**src/rtl/sdr_cmd_fsm.sv**
```systemverilog
// SDR SDRAM command sequencer: serialises host read/write bursts and periodic
// auto-refresh into a command-state stream for the control-signal generator.
module sdr_cmd_fsm #(
  parameter int          NUM_CLK_tRCD = 2,
  parameter int          NUM_CLK_CL   = 2,
  parameter int          NUM_CLK_tRFC = 7,
  parameter int          NUM_CLK_tRP  = 2,
  parameter int          BURST_LEN    = 4,
  parameter int          REF_INTERVAL = 780,
  parameter int          RA_MSB       = 23,
  parameter int          CA_LSB       = 0,
  parameter logic [3:0]  I_READY      = 4'd8
) (
  input  logic               pclk,
  input  logic               presetn,
  input  logic [3:0]         iState,
  input  logic               preq,
  input  logic               pwrite,
  input  logic [RA_MSB:CA_LSB] paddr,
  output logic [3:0]         cState,
  output logic [RA_MSB:CA_LSB] sdr_paddr,
  output logic               pack,
  output logic               rd_valid,
  output logic               wr_next,
  output logic               ref_overrun
);

  typedef enum logic [3:0] {
    c_idle   = 4'd0,
    c_ACTIVE = 4'd1,
    c_tRCD   = 4'd2,
    c_READA  = 4'd3,
    c_WRITEA = 4'd4,
    c_cl     = 4'd5,
    c_rdata  = 4'd6,
    c_wdata  = 4'd7,
    c_AR     = 4'd8,
    c_tRFC   = 4'd9
  } cmd_state_t;

  // Phase counters load "cycles - 1" and count down to 0; timing parameters
  // other than NUM_CLK_tRP must therefore be at least 1.
  localparam logic [3:0]  TRCD_LAST  = 4'(NUM_CLK_tRCD - 1);
  localparam logic [3:0]  CL_LAST    = 4'(NUM_CLK_CL - 1);
  localparam logic [3:0]  TRFC_LAST  = 4'(NUM_CLK_tRFC - 1);
  localparam logic [3:0]  BURST_LAST = 4'(BURST_LEN - 1);
  localparam logic [3:0]  WDATA_LAST = 4'((BURST_LEN > 1) ? BURST_LEN - 2 : 0);
  localparam logic [3:0]  TRP_CNT    = 4'(NUM_CLK_tRP);
  localparam logic [15:0] REF_LAST   = 16'(REF_INTERVAL - 1);

  cmd_state_t  state_reg;
  logic [3:0]  phase_cnt_reg;
  logic [3:0]  guard_cnt_reg;
  logic [15:0] ref_cnt_reg;
  logic        ref_pending_reg;
  logic        write_mode_reg;
  logic        ready;
  logic        ref_wrap;

  assign ready    = (iState == I_READY);
  assign ref_wrap = ready && (ref_cnt_reg == REF_LAST);
  assign cState   = state_reg;

  always_ff @(posedge pclk or negedge presetn) begin
    if (!presetn) begin
      state_reg       <= c_idle;
      phase_cnt_reg   <= '0;
      guard_cnt_reg   <= '0;
      ref_cnt_reg     <= '0;
      ref_pending_reg <= 1'b0;
      write_mode_reg  <= 1'b0;
      sdr_paddr       <= '0;
      pack            <= 1'b0;
      rd_valid        <= 1'b0;
      wr_next         <= 1'b0;
      ref_overrun     <= 1'b0;
    end else begin
      if (!ready || ref_wrap) ref_cnt_reg <= '0;
      else                    ref_cnt_reg <= ref_cnt_reg + 16'd1;

      if (ref_wrap && ref_pending_reg) ref_overrun <= 1'b1;

      pack <= 1'b0;
      case (state_reg)
        c_idle: begin
          if (guard_cnt_reg != 4'd0) begin
            guard_cnt_reg <= guard_cnt_reg - 4'd1;
          end else if (ready && ref_pending_reg) begin
            state_reg       <= c_AR;
            ref_pending_reg <= 1'b0;
          end else if (ready && preq) begin
            state_reg      <= c_ACTIVE;
            pack           <= 1'b1;
            sdr_paddr      <= paddr;
            write_mode_reg <= pwrite;
          end
        end
        c_ACTIVE: begin
          state_reg     <= c_tRCD;
          phase_cnt_reg <= TRCD_LAST;
        end
        c_tRCD: begin
          if (phase_cnt_reg != 4'd0) begin
            phase_cnt_reg <= phase_cnt_reg - 4'd1;
          end else if (write_mode_reg) begin
            state_reg <= c_WRITEA;
            wr_next   <= 1'b1;
          end else begin
            state_reg <= c_READA;
          end
        end
        c_READA: begin
          state_reg     <= c_cl;
          phase_cnt_reg <= CL_LAST;
        end
        c_cl: begin
          if (phase_cnt_reg != 4'd0) begin
            phase_cnt_reg <= phase_cnt_reg - 4'd1;
          end else begin
            state_reg     <= c_rdata;
            rd_valid      <= 1'b1;
            phase_cnt_reg <= BURST_LAST;
          end
        end
        c_rdata: begin
          if (phase_cnt_reg != 4'd0) begin
            phase_cnt_reg <= phase_cnt_reg - 4'd1;
          end else begin
            state_reg     <= c_idle;
            rd_valid      <= 1'b0;
            guard_cnt_reg <= TRP_CNT;
          end
        end
        c_WRITEA: begin
          // The WRITEA cycle carries the first beat, so a one-beat burst ends here.
          if (BURST_LEN > 1) begin
            state_reg     <= c_wdata;
            phase_cnt_reg <= WDATA_LAST;
          end else begin
            state_reg     <= c_idle;
            wr_next       <= 1'b0;
            guard_cnt_reg <= TRP_CNT;
          end
        end
        c_wdata: begin
          if (phase_cnt_reg != 4'd0) begin
            phase_cnt_reg <= phase_cnt_reg - 4'd1;
          end else begin
            state_reg     <= c_idle;
            wr_next       <= 1'b0;
            guard_cnt_reg <= TRP_CNT;
          end
        end
        c_AR: begin
          state_reg     <= c_tRFC;
          phase_cnt_reg <= TRFC_LAST;
        end
        c_tRFC: begin
          if (phase_cnt_reg != 4'd0) phase_cnt_reg <= phase_cnt_reg - 4'd1;
          else                       state_reg     <= c_idle;
        end
        default: begin
          state_reg <= c_idle;
          rd_valid  <= 1'b0;
          wr_next   <= 1'b0;
        end
      endcase

      // A new expiry wins over the clear issued on entry to c_AR.
      if (ref_wrap) ref_pending_reg <= 1'b1;
    end
  end

endmodule

```
**config.mk**
```make
export PLATFORM = sky130hd
export DESIGN_NAME = sdr_cmd_fsm
export DESIGN_NICKNAME = d
export VERILOG_FILES = /design/src/rtl/sdr_cmd_fsm.sv
export SDC_FILE = /design/constraint.sdc
export NUM_CORES = 1
export LEC_CHECK = 0
export ABC_CLOCK_PERIOD_IN_PS = 2800
export CORE_UTILIZATION = 25
export CTS_CLUSTER_SIZE = 30
export DETAILED_ROUTE_END_ITERATION = 12
export PLACE_DENSITY_LB_ADDON = 0.1
export SYNTH_ARGS = -nofsm -noshare
export SYNTH_HDL_FRONTEND = slang
export SYNTH_SLANG_ARGS = --single-unit
export TNS_END_PERCENT = 50
```
**constraint.sdc**
```tcl
create_clock -name pclk -period 2.8 [get_ports pclk]
set_clock_uncertainty 0.1 [all_clocks]
set_input_delay 0.7 -clock pclk [delete_from_list [all_inputs] [get_ports pclk]]
set_output_delay 0.7 -clock pclk [all_outputs]
set_load 0.05 [all_outputs]
```
* Word level (Yosys, flattened, before mapping) *
Index checks and enable logic that the tools add are counted.
Widths: inputs -> output; s select.

cells by class
  eq/ne operators = 23
  add/sub/neg operators = 3
  bitwise operators = 4
  reduce and logical (&&, ||, !) cells = 26
  muxes and demuxes = 29

operator list
  kind                   count
  $mux 4                 10
  $pmux 4 s8             1
  $ne 2x2->1 const B     10
  $pmux 4 s5             1
  $add 16x1->16 const B  1
  $eq 16x10->1 const B   1
  $eq 4x3->1 const B     4
  $mux 16                1
  $reduce_or 8->1        2
  $eq 4x4->1 const B     3
  $mux 1                 12
  $reduce_and 3->1       3
  $eq 4x2->1 const B     2
  $pmux 4 s2             1
  $reduce_and 4->1       2
  $reduce_bool 4->1      2
  $sub 4x1->4 const B    2
  $pmux 1 s3             2
  $reduce_bool 2->1      3
  $reduce_and 5->1       1
  $reduce_bool 5->1      1
  $eq 4x1->1 const B     1
  $logic_and 1x1->1      4
  $logic_not 4->1        1
  10 further kinds       14

storage, ports and cells
  flip-flop bits (word level) = 58
  input bits = 32
  output and inout bits = 32

* Longest topological paths before layout *
Gate-level depths: netlist of run 1.

  depth in word-level cells = 6
  gate-level depth with buffers = 8
  mapped depth without buffers = 6

* Worst setup path after synthesis of run 1 *
No wires, ideal clock.

  path type = reg-to-reg
  from = reg state_reg[3] (netlist: cState[3])
  to = reg sdr_paddr[15] (netlist name)
  arrival = 2.207 ns
  path buffers = 3
  stages on the path, launching flop included = 8
  period minus slack after synthesis = 2.433 ns
  setup slack = 0.367 ns
  library setup time = 0.125 ns
  cells stage by stage = dfrtp_1 buf_6 nor4_4 nand3_1 or3b_1 buf_6 buf_6 mux2_4

on the way
  cells in the longest elaborated chain, start to end = 2

RTL lines
  what                               line  RTL
  from (decl)                        51    cmd_state_t state_reg;
  from (signal assigned)             66    state_reg <= c_idle;
  from (signal assigned)             89    state_reg <= c_AR;
  from (signal assigned)             92    state_reg <= c_ACTIVE;
  $logic_not 4->1                    84    case (state_reg)
  $reduce_and 4->1 (no source line)  --
  to (signal assigned)               94    sdr_paddr <= paddr;
  to (decl)                          21    output logic [RA_MSB:CA_LSB] sdr_paddr,

Every way passes these cells.
A chain may end at the register's enable or synchronous reset.

* Final worst setup path of run 1 *
  from = reg state_reg[2] (netlist: cState[2])
  to = out cState[2]

RTL lines
  what       line  RTL
  to (decl)  20    output logic [3:0] cState,

No word-level cell between the ends.

==> impl_metrics.sql, run 1 <==
INSERT INTO impl_metrics (metric_group, metric, value, unit) VALUES
('timing', 'finalMaxSlewViolations', '0', ''),
('setup_path', 'slowest_delay', '0.86', 'ns'),
('power', 'power.ir.vdd_worst', '0.2970', 'mV'),
('final_layout', 'utilization', '35.85', '%'),
('synthesis', 'area_share_of_the_largest_cell_type_after_synthesis', '48.56', '%'),
('clock_network', 'tritoncts', 'done', ''),
('final_layout', 'layout.area.seq', '1451', 'µm²'),
('synthesis', 'synth.lib_cells_used.distinct', '52', ''),
('placed_design', 'final_replace_weighted_congestion', '0.6988', ''),
('power', 'p_sw', '1378', 'µW'),
('floorplanning', 'dieHeight', '111.3', 'µm'),
('timing', 'rsz_0062_raised_after_global_routing', 'no', ''),
('power', 'switching_share', '36.88', '%'),
('setup_path', 'critPathTopFamily', 'buffers and inverters', ''),
('synthesis', 'synth.most_common_cell', 'sky130_fd_sc_hd__dfrtp_1', ''),
('final_layout', 'layout-drive-gt1-share', '16.14', '%'),
('grt', 'grt_max_degree', '59', ''),
('routing', 'detail_route.wirelength.met1', '3439', 'µm'),
('synthesis', 'dominantRegCellSynth', 'sky130_fd_sc_hd__dfrtp_1', ''),
('synthesis', 'ys_async_sr_fraction', '100.0', '%'),
('synthesis', 'ys_seq_elements', '58', ''),
('final_layout', 'fin_nets', '378', ''),
('routing', 'met3WireLength', '366', 'µm'),
('floorplanning', 'design.portCount', '64', ''),
('timing', 'post_route_clock_period_utilization', '89.53', '%'),
('routing', 'detailedRoute.firstIterationViolations', '81', ''),
('timing', 'highest_attainable_clock_frequency', '0.3989', 'GHz'),
('synthesis', 'post_synth_instance_area', '2989', 'µm²'),
('grt', 'grt_antenna_before_repair', '0', ''),
('floorplanning', 'floorplan.core_area', '11520', 'µm²'),
('synthesis', 'ys_warn_count', '0', ''),
('routing', 'wire_per_inst', '14.59', 'µm'),
('timing', 'min_period', '2.507', 'ns'),
('power', 'finalPower', '3736', 'µW'),
('min_path', 'hp-class', 'in2async', ''),
('timing', 'hold_viol', '0', ''),
('synthesis', 'synth.avg_cell_area', '10.95', 'µm²'),
('clock_network', 'cts_max_path_buffers', '2', ''),
('synthesis', 'synth_largest_area_cell', 'sky130_fd_sc_hd__dfrtp_1', ''),
('setup_path', 'path_class', 'reg2out', ''),
('grt', 'overall_overflow_remaining_after_global_route', '0', ''),
('floorplanning', 'initial_utilization', '25.96', '%'),
('synthesis', 'ys_top_cells_by_count', 'sky130_fd_sc_hd__dfrtp_1 (58), sky130_fd_sc_hd__mux2_4 (19), sky130_fd_sc_hd__nor2_1 (18), sky130_fd_sc_hd__nand2_1 (17), sky130_fd_sc_hd__nand3_1 (13)', ''),
('final_layout', 'fillerInstances', '1161', ''),
('clock_network', 'clock_tree.htree_level_count', '3', ''),
('setup_path', 'type_of_element_launching_the_critical_path', 'flip-flop', ''),
('timing', 'finalSetupTns', '0', 'ns'),
('synthesis', 'synth_sequential_area_ratio', '48.56', '%'),
('outcome', 'outcome', 'complete, no violations', ''),
('final_layout', 'area_growth_syn_to_layout', '38.13', '%'),
('timing', 'layout_setup_ws', '0.2931', 'ns'),
('setup_path', 'worst-r2r-setup-slack', '0.53', 'ns'),
('clock_network', 'clock_insertion_delay_at_the_later_pin_of_the_skew_report', '0.33', 'ns'),
('floorplanning', 'fp.dieW', '111.3', 'µm'),
('setup_path', 'worstPathBufferInverterCount', '1', ''),
('synthesis', 'synth_enable_flop_cells', '0', ''),
('clock_network', 'cts_root_buffer', 'sky130_fd_sc_hd__clkbuf_16', ''),
('routing', 'detailroute.wirelength.met2', '3240', 'µm'),
('power', 'p_leak', '0.001798', 'µW'),
('power', 'clockPowerShare', '32.2', '%'),
('routing', 'route.top_layer_used', 'met4', ''),
('routing', 'drc_errors', '0', ''),
('power', 'p_int', '2358', 'µW'),
('clock_network', 'numCtsBuffers', '9', ''),
('setup_path', 'worst-path-max-fanout', '7', ''),
('clock_network', 'clock_sinks', '58', ''),
('placed_design', 'detailed_place_hpwl', '4721', 'µm'),
('floorplanning', 'die-area', '12400', 'µm²'),
('routing', 'via_count', '2297', ''),
('routing', 'route.antenna.remaining_nets', '0', ''),
('setup_path', 'critPathArrivalTime', '1.71', 'ns');
-- worst paths after layout --
check / from / to / cells after the start
setup / recovery: cState[2] / cState[2] / 1
hold / removal: presetn / ref_cnt_reg[12] / 2
setup reg to reg: cState[2] / sdr_paddr[11] / 5
hold reg to reg: ref_overrun / ref_overrun / 1
max in group asynchronous: presetn / wr_next / 2
min in group pclk: ref_overrun / ref_overrun / 1
-- worst reg2reg max path: stages (launching register included) --
cell	delay (ns)
sky130_fd_sc_hd__dfrtp_1	0.48
sky130_fd_sc_hd__nor4_4	0.44
sky130_fd_sc_hd__nand3_1	0.15
sky130_fd_sc_hd__or3b_1	0.46
sky130_fd_sc_hd__buf_12	0.19
sky130_fd_sc_hd__mux2_1	0.33
-- routing by layer --
metal | vias up | GRT usage [%]
met5 | - | 0
met4 | 0 | 4.595
met3 | 9 | 4.573
met2 | 46 | 18.67
met1 | 1123 | 16.38
li1 | 1119 | -
-- through the flow --
stage	cells	hold WS [ns]	instance area, µm²
floorplan	273	0.3044	2989
CTS	490	0.2902	4129
finish	490	0.2807	4129
detailed placement	474	0.3647	3807
global route	490	0.3069	4129
global placement	474	0.3727	3807
-- placed cells by master (no fill, tap or decap), drive strengths merged, types with 3 or more instances in the layout --
| cell | n |
|---|---|
| nand2 | 17 |
| and4 | 3 |
| buf | 13 |
| a21oi | 10 |
| nand3 | 13 |
| o31ai | 3 |
| nand4 | 7 |
| nor2b | 4 |
| ha | 4 |
| dfrtp | 58 |
| or3 | 3 |
| nor3 | 4 |
| clkbuf | 12 |
| nor4 | 3 |
| and2 | 5 |
| xnor2 | 4 |
| o211ai | 4 |
| or2 | 3 |
| o21ai | 12 |
| nor2 | 18 |
| clkdlybuf4s50 | 61 |
| or3b | 3 |
| mux2 | 25 |
| a31oi | 5 |
| inv | 11 |
| mux2i | 3 |
| xor2 | 10 |
-- layout make-up --
class	instances	area share, %
clock buffer	12	5.970
clock inverter	4	1.818
timing repair buffer	74	17.70
multi-input combinational	188	34.03
tap	143	4.333
inverter	11	1.000
sequential	58	35.15
-- power groups by stage --
stage / Clock, µW / Combinational [µW] / Sequential (µW)
final: 1200 / 1410 / 1120
after global routing: 1270 / 1530 / 1150
after CTS: 1240 / 1420 / 1120
after detailed placement: 0 / 1420 / 1130
after global placement: 0 / 1410 / 1140
after floorplan: 0 / 669 / 1420
-- cells by family after synthesis --
group,Yosys count,synth area share [%]
AOI/OAI and AO/OA,49,10.51
adders and majority gates,4,1.674
muxes,28,12.81
DFF,58,48.56
and+or+nand+nor,93,17.92
buffers and inverters,27,4.437
xor gates and xnor gates,14,4.102
(Power assumes the default switching activity.)
==> run 2, diff against run 1 <==
--- a/config.mk
+++ b/config.mk
@@ -6,6 +6,7 @@
 export NUM_CORES = 1
 export LEC_CHECK = 0
 export ABC_CLOCK_PERIOD_IN_PS = 2800
+export CAP_MARGIN = 25
 export CORE_UTILIZATION = 25
 export CTS_CLUSTER_SIZE = 30
 export DETAILED_ROUTE_END_ITERATION = 12
==> results of run 2 <==
Same layout as run 1: the final DEF is identical, and so are final timing and power.
